$ cat config.mk
export PLATFORM = sky130hd
export DESIGN_NAME = riscv_cache_dm
export DESIGN_NICKNAME = d
export VERILOG_FILES = /design/src/rtl/riscv_cache_dm.sv
export SDC_FILE = /design/constraint.sdc
export NUM_CORES = 2
export LEC_CHECK = 0
export BUFFER_PORTS_ARGS = -buffer_cell sky130_fd_sc_hd__clkbuf_2
export CAP_MARGIN = 20
export CORE_MARGIN = 2
export CORE_UTILIZATION = 45
export DETAILED_ROUTE_END_ITERATION = 7
export PLACE_DENSITY = 0.68
export SETUP_SLACK_MARGIN = 0.05
export SYNTH_ARGS = -nofsm -noshare
export SYNTH_HDL_FRONTEND = slang
export SYNTH_SLANG_ARGS = --single-unit
export TNS_END_PERCENT = 50
$ cat constraint.sdc
create_clock -name clk -period 14.76 [get_ports clk]
set_clock_uncertainty 0.2 [all_clocks]
set_input_delay 3.69 -clock clk [delete_from_list [all_inputs] [get_ports clk]]
set_output_delay 3.69 -clock clk [all_outputs]
set_load 0.02 [all_outputs]
$ cat src/rtl/riscv_cache_dm.sv
// Direct-mapped, one-word-per-line data cache between the processor port and main memory.
// WRITE_BACK selects write-back/allocate or write-through/no-allocate; flush drains and invalidates.
module riscv_cache_dm #(
  parameter int NUM_LINES  = 16,
  parameter bit WRITE_BACK = 1'b1
) (
  input  logic        clk,
  input  logic        reset,
  input  logic        memreq_val,
  output logic        memreq_rdy,
  input  logic [66:0] memreq_msg,
  output logic        memresp_val,
  input  logic        memresp_rdy,
  output logic [34:0] memresp_msg,
  output logic        cachereq_val,
  input  logic        cachereq_rdy,
  output logic [66:0] cachereq_msg,
  input  logic        cacheresp_val,
  output logic        cacheresp_rdy,
  input  logic [34:0] cacheresp_msg,
  input  logic        flush,
  output logic        flush_done,
  output logic [31:0] hit_count,
  output logic [31:0] miss_count
);
  localparam int IDX_W = $clog2(NUM_LINES);
  localparam int TAG_W = 30 - IDX_W;

  typedef struct packed {
    logic        wr;
    logic [31:0] addr;
    logic [1:0]  len;
    logic [31:0] data;
  } mem_req_t;

  typedef enum logic [3:0] {
    IDLE, TAG_CHECK, EVICT_REQ, EVICT_WAIT, REFILL_REQ, REFILL_WAIT,
    WT_REQ, WT_WAIT, RESP, FL_SCAN, FL_REQ, FL_WAIT, FL_DONE
  } state_t;

  state_t               state, miss_next;
  mem_req_t             req_q, creq_q, miss_req, refill_req, wt_req, fl_req;
  logic [31:0]          resp_data;
  logic [NUM_LINES-1:0] valid_q, dirty_q;
  logic [TAG_W-1:0]     tag_q  [NUM_LINES];
  logic [31:0]          data_q [NUM_LINES];
  logic [IDX_W-1:0]     scan_idx, idx;
  logic [TAG_W-1:0]     tag;
  logic                 hit, scan_last;
  logic                 unused_bits;

  assign idx       = req_q.addr[IDX_W+1:2];
  assign tag       = req_q.addr[31:IDX_W+2];
  assign hit       = valid_q[idx] && (tag_q[idx] == tag);
  assign scan_last = (scan_idx == IDX_W'(NUM_LINES - 1));
  assign unused_bits = ^{cacheresp_msg[34:32], req_q.addr[1:0]};

  assign refill_req = '{wr: 1'b0, addr: {req_q.addr[31:2], 2'b00}, len: 2'b00, data: 32'd0};
  assign wt_req     = '{wr: 1'b1, addr: {req_q.addr[31:2], 2'b00}, len: 2'b00, data: req_q.data};
  assign fl_req     = '{wr: 1'b1, addr: {tag_q[scan_idx], scan_idx, 2'b00}, len: 2'b00,
                        data: data_q[scan_idx]};

  // A dirty victim must be written out before the refill read is issued.
  always_comb begin
    miss_req  = refill_req;
    miss_next = REFILL_REQ;
    if (valid_q[idx] && dirty_q[idx]) begin
      miss_req  = '{wr: 1'b1, addr: {tag_q[idx], idx, 2'b00}, len: 2'b00, data: data_q[idx]};
      miss_next = EVICT_REQ;
    end
  end

  assign memreq_rdy    = (state == IDLE) && !flush;
  assign memresp_val   = (state == RESP);
  assign memresp_msg   = {req_q.wr, req_q.len, req_q.wr ? 32'd0 : resp_data};
  assign cachereq_val  = state inside {EVICT_REQ, REFILL_REQ, WT_REQ, FL_REQ};
  assign cachereq_msg  = creq_q;
  assign cacheresp_rdy = state inside {EVICT_WAIT, REFILL_WAIT, WT_WAIT, FL_WAIT};
  assign flush_done    = (state == FL_DONE);

  always_ff @(posedge clk) begin
    if (reset) begin
      state      <= IDLE;
      valid_q    <= '0;
      dirty_q    <= '0;
      hit_count  <= '0;
      miss_count <= '0;
      scan_idx   <= '0;
      req_q      <= '0;
      creq_q     <= '0;
      resp_data  <= '0;
    end else begin
      unique case (state)
        IDLE: begin
          if (flush) begin
            scan_idx <= '0;
            state    <= FL_SCAN;
          end else if (memreq_val) begin
            req_q <= memreq_msg;
            state <= TAG_CHECK;
          end
        end
        TAG_CHECK: begin
          if (hit) hit_count  <= hit_count + 32'd1;
          else     miss_count <= miss_count + 32'd1;
          if (hit && !req_q.wr) begin
            resp_data <= data_q[idx];
            state     <= RESP;
          end else if (hit) begin
            data_q[idx] <= req_q.data;
            if (WRITE_BACK) begin
              dirty_q[idx] <= 1'b1;
              state        <= RESP;
            end else begin
              creq_q <= wt_req;
              state  <= WT_REQ;
            end
          end else if (req_q.wr && !WRITE_BACK) begin
            creq_q <= wt_req;
            state  <= WT_REQ;
          end else begin
            creq_q <= miss_req;
            state  <= miss_next;
          end
        end
        EVICT_REQ:  if (cachereq_rdy) state <= EVICT_WAIT;
        EVICT_WAIT: if (cacheresp_val) begin
          creq_q <= refill_req;
          state  <= REFILL_REQ;
        end
        REFILL_REQ:  if (cachereq_rdy) state <= REFILL_WAIT;
        REFILL_WAIT: if (cacheresp_val) begin
          valid_q[idx] <= 1'b1;
          tag_q[idx]   <= tag;
          if (req_q.wr) begin
            data_q[idx]  <= req_q.data;
            dirty_q[idx] <= 1'b1;
          end else begin
            data_q[idx]  <= cacheresp_msg[31:0];
            dirty_q[idx] <= 1'b0;
            resp_data    <= cacheresp_msg[31:0];
          end
          state <= RESP;
        end
        WT_REQ:  if (cachereq_rdy) state <= WT_WAIT;
        WT_WAIT: if (cacheresp_val) state <= RESP;
        RESP:    if (memresp_rdy) state <= IDLE;
        FL_SCAN: begin
          valid_q[scan_idx] <= 1'b0;
          if (WRITE_BACK && valid_q[scan_idx] && dirty_q[scan_idx]) begin
            creq_q <= fl_req;
            state  <= FL_REQ;
          end else if (scan_last) begin
            state <= FL_DONE;
          end else begin
            scan_idx <= scan_idx + IDX_W'(1);
          end
        end
        FL_REQ:  if (cachereq_rdy) state <= FL_WAIT;
        FL_WAIT: if (cacheresp_val) begin
          dirty_q[scan_idx] <= 1'b0;
          if (scan_last) begin
            state <= FL_DONE;
          end else begin
            scan_idx <= scan_idx + IDX_W'(1);
            state    <= FL_SCAN;
          end
        end
        FL_DONE: state <= IDLE;
        default: state <= IDLE;
      endcase
    end
  end
endmodule

After elaboration in Yosys (flattened, before gate mapping)
Memories as Yosys holds them, arrays and structs flattened. A register that Yosys moved wholly into a read port is not among the register bits.
Cells that the tools add are included.
{"block": "classes", "addsub": 3, "multipliers": 0, "div_mod_pow": 0, "n_lt_le_gt_ge": 4, "n_eq_ne": 33, "shift": 0, "mux": 82, "bitwise": 11, "n_reduce_logical": 27}
{"cell": "$mux 67", "count": 5}
{"cell": "$pmux 67 s3", "count": 1}
{"cell": "$mux 32", "count": 6}
{"cell": "$mux 4", "count": 26}
{"cell": "$mux 16", "count": 6}
{"cell": "$add 32x1->32 const B", "count": 2}
{"cell": "$pmux 32 s2", "count": 1}
{"cell": "$and 16x16->16", "count": 3}
{"cell": "$pmux 16 s3", "count": 1}
{"cell": "$pmux 4 s11", "count": 1}
{"cell": "$not 16->16", "count": 2}
{"cell": "$or 16x16->16", "count": 2}
{"cell": "$pmux 16 s2", "count": 1}
{"cell": "$ne 2x2->1 const B", "count": 15}
{"cell": "$eq 26x26->1", "count": 1}
{"cell": "$mux 1", "count": 25}
{"cell": "$eq 4x4->1 const B", "count": 6}
{"cell": "$bmux 1 s4", "count": 4}
{"cell": "$eq 4x3->1 const B", "count": 4}
{"cell": "$pmux 4 s3", "count": 1}
{"cell": "$lt 4x5->1 const B", "count": 2}
{"cell": "$reduce_and 10->1", "count": 1}
{"cell": "$reduce_and 5->1", "count": 2}
{"cell": "$reduce_bool 3->1", "count": 3}
{"cell": "other kinds (19)", "count": 39}
{"block": "word_totals", "ff_bits": 270, "latch_bits": 0, "ram_bits": 928, "romBits": 0, "out_inout_bits": 171, "word_cells": 177, "memories": 2}
{"memory": "data_q", "words": 16, "word_bits": 32, "read_ports": 2, "rd_ports_with_merged_regs": 2, "wr": 1, "line": "46", "rtl": "logic [31:0] data_q [NUM_LINES];"}
{"memory": "tag_q", "words": 16, "word_bits": 26, "read_ports": 2, "rd_ports_with_merged_regs": 2, "wr": 1, "line": "45", "rtl": "logic [TAG_W-1:0] tag_q [NUM_LINES];"}

Logic depth before layout (Yosys ltp)
{"block": "logic_depth", "depth_word": 10, "mapped_depth": 16}

Least setup slack after synthesis
OpenSTA, ideal clock, no wires.
{"block": "synth_path", "kind": "in2out", "startpoint": "input flush", "endpoint": "output memreq_rdy", "arrival_ns": 4.077, "required_time_ns": 10.870, "setup_slack_ns": 6.793, "path_stages": 1, "path_buffers": 0, "cell_sequence": "nor2b_1"}
{"block": "synth_between", "elab_chain_cells": 2}
{"element": "from (decl)", "line": "21", "rtl": "input logic flush,"}
{"element": "$logic_not 1->1", "line": "73", "rtl": "assign memreq_rdy = (state == IDLE) && !flush;"}
{"element": "$logic_and 1x1->1", "line": "73"}
{"element": "to (decl)", "line": "10", "rtl": "output logic memreq_rdy,"}
Every way passes these cells.

Worst setup path in the final report
Same ends and word-level chain as after synthesis.

==> flow_metrics.tcl <==
set metrics [dict create \
    status "complete, no violations" \
    yosys_register_bits 1200 \
    post_dp_cell_area_um2 59700 \
    drtAntennaViolNets 0 \
    diodes 0 \
    setup_viol 0 \
    grt_start_max_net_pins 140 \
    synthTopCellsByArea "edfxtp_1 49%, mux4_2 21%, dfxtp_1 9.6%" \
    first_pass_iters 8 \
    fmax_ghz 0.120 \
    p_leak_nw 19.9 \
    cts_tree "done" \
    worst-r2r-setup-slack_ns 7.80 \
    ir_worst_vdd_mv 0.125 \
    routed_via_density 6.47 \
    chipHeight_um 359 \
    ys_types 75 \
    core_um2 125000 \
    start_util_pct 45.2 \
    root_buffer "clkbuf_16" \
    synthesis.area_um2 56600 \
    final_cell_area_um2 63800 \
    max_cap_viol_count 0 \
    p_per_area_nw_per_um2 144 \
    layout_commonest_cell "edfxtp_1" \
    max_stage_delay_ns 0.35 \
    hold_viol_final 0 \
    critPathRequiredTime_ns 10.87 \
    synth_cells 3576 \
    cp.buffers_inverters 2 \
    worstPathArrival_ns 4.42 \
    cts_resized 0 \
    avgSynthCellArea_um2 15.8 \
    clk_pin_slew_worst_paths_ns 0.06 \
    grt_pass1_vias 35218 \
    yosys_warnings 0 \
    tightest_slew_ns 1.17 \
    port_buffers 270 \
    timing.hold.ws_ns 0.254 \
    cp-start-kind "input port" \
    rows 130 \
    final_cell_mix "928 x edfxtp_1, 539 x mux4_2, 273 x nand2_1, 269 x clkbuf_2, 263 x dfxtp_1" \
    cts_inserted_buffers 121 \
    synthToLayoutAreaGrowth_pct 12.7 \
    finalCritPeriodShare_pct 56.3 \
    cp_slowest_cell "nor2b_1" \
    routed-via-count 35579 \
    p_seq_share_pct 43.1 \
    p_total_mw 9.20 \
    crit_type "in2out" \
    seq_area_frac_synth_pct 58.8 \
    antenna_found_initial 0 \
    rsz0062_at_grt "false" \
    final_max_slew_viol_count 0 \
    end_kind "output pin" \
    synth_flop_cell "edfxtp_1" \
    relSlewSlack_pct 22.1 \
    chipWidth_um 359 \
    place_congestion 0.841 \
    wl_per_cell_um 28.8 \
    placed_cells 5265 \
    instances_no_fill 5496 \
    cts.sinks 1200 \
    async_reset_ff_share_pct 0 \
    die_area_um2 129000 \
    min_path_type "reg2reg" \
    internal-power_mw 6.54 \
    nets 3854 \
    path_max_fanout 4 \
    drive_above_1_share_pct 32.8 \
    num-fill-cells 10254 \
    p_clk_share_pct 34.5 \
    crit_chain "clkbuf_2 > nor2b_1 > clkbuf_2" \
    p_sw_share_pct 28.9 \
    grt_overflow 0 \
    grt_pass1_wl_um 232000 \
    cp_top_family "buffers and inverters" \
    cts_max_path_buffers 3 \
    power.net_switching_mw 2.66 \
    synth_top_area_share_pct 49.2 \
    clock_latency_ns 0.82 \
    synth-edff-count 928 \
    design.portCount 280 \
    drt_wl_total_um 159000 \
    cts_setup_buffers 0 \
    synth_area_leader_cell "edfxtp_1" \
    cpMostUsedCell "clkbuf_2" \
    hpwl_um 87800 \
    fin_tns_setup_ns 0 \
    drtIter0Drc 4325 \
    htree_levels 3 \
    track_usage_pct 24.5 \
    finalCriticalPeriod_ns 8.31 \
    p_comb_share_pct 22.3 \
    drc 0 \
    ctsHoldBuffers 0 \
]
-- area by class of cell --
cell class	count	area, um^2	area share [%]
well taps	1650	2060	3.23
multi-input cells	2027	22100	34.7
flip-flops and latches	1200	33300	52.2
clock buffers	167	3370	5.29
inverters	42	158	0.247
repair buffers	347	2000	3.13
clock inverters	63	771	1.21
-- through the flow --
step                      utilization (%)  worst slack, ns
after global routing                 51.0             6.39
after detailed placement             47.6             6.44
after CTS                            50.9             6.44
after global placement               47.6             6.50
final                                51.0             6.45
after floorplan                         -             6.79
-- worst reg2reg max path: cells and delay by family, from the launching register on --
| kind | cells | cell delay [ns] |
|---|---|---|
| AOI/OAI and AO/OA | 1 | 0.81 |
| buffers and inverters | 3 | 2.14 |
| DFF | 1 | 0.70 |
| muxes | 2 | 0.47 |
| and+or+nand+nor | 4 | 1.81 |
| xor gates and xnor gates | 1 | 0.43 |
-- state kept, by name (all words and copies together) (netlist names), named ones only --
signal,count
valid_q,16
hit_count,32
tag_q,416
data_q,512
miss_count,32
cachereq_msg,63
idx,4
scan_idx,4
resp_data,32
refill_req,26
req_q,32
state,4
dirty_q,16
memresp_msg,3
-- worst paths after layout --
| check | startpoint | to | cells past startpoint |
|---|---|---|---|
| setup / recovery | flush | memreq_rdy | 3 |
| hold / removal | req_q[28]$_SDFFE_PP0P_ | req_q[28]$_SDFFE_PP0P_ | 2 |
| setup reg to reg | register | data_q[12][5]$_DFFE_PP_ | 11 |
| hold reg to reg | req_q[28]$_SDFFE_PP0P_ | req_q[28]$_SDFFE_PP0P_ | 2 |
-- synthesized netlist by cell type, types with 6 or more instances --
| cell type | count |
|---|---|
| buf_6 | 7 |
| mux2_2 | 59 |
| inv_1 | 41 |
| nor4_1 | 19 |
| o21ai_0 | 79 |
| a211o_1 | 36 |
| edfxtp_1 | 928 |
| o21ba_2 | 60 |
| o32ai_1 | 16 |
| a222oi_1 | 22 |
| nand2_1 | 275 |
| buf_1 | 43 |
| nand2b_1 | 14 |
| xor2_1 | 12 |
| a221oi_1 | 10 |
| nor2b_1 | 70 |
| buf_2 | 33 |
| and2_1 | 8 |
| clkbuf_1 | 205 |
| a31oi_1 | 7 |
| mux2i_1 | 90 |
| nor2_1 | 115 |
| nand3_1 | 63 |
| o22ai_1 | 6 |
| dfxtp_1 | 272 |
| or3_1 | 20 |
| mux2_1 | 19 |
| a21oi_1 | 164 |
| a211oi_1 | 73 |
| mux4_2 | 539 |
| buf_4 | 21 |
| a22oi_1 | 51 |
| ha_1 | 6 |
| or4_1 | 29 |
| o31ai_1 | 21 |
| nor3_1 | 21 |
| a22o_1 | 6 |
| o211ai_1 | 9 |
| nand4_1 | 21 |
| xnor2_1 | 16 |
| and3_1 | 10 |
-- cells by family after synthesis --
group	count (synthesis)	synth area share, %
flops	1200	58.8
buf+inv	352	2.66
simple gates	694	6.08
xor+xnor	28	0.433
fa+ha+maj	6	0.133
mux	707	24.6
other cells	1	0.00662
compound gates	588	7.26
-- power by group through the flow --
stage                     combinational (mW)  clock [mW]  sequential [mW]
final                                   2.05        3.18             3.97
after global placement                  2.02           0             4.04
after global routing                    2.18        3.36             3.99
after detailed placement                2.04           0             4.04
after CTS                               2.05        3.21             3.97
after floorplan                         1.48           0             4.01
-- metal layers --
| metal | track usage [%] | share of wire [%] | vias up |
|---|---|---|---|
| li1 | - | - | 14908 |
| met5 | 0 | 0 | - |
| met3 | 5.23 | 10 | 284 |
| met1 | 33.4 | 39 | 18455 |
| met4 | 7.49 | 3.1 | 0 |
| met2 | 39.5 | 48 | 1932 |
No activity file was read; power rests on OpenSTA's default activity.
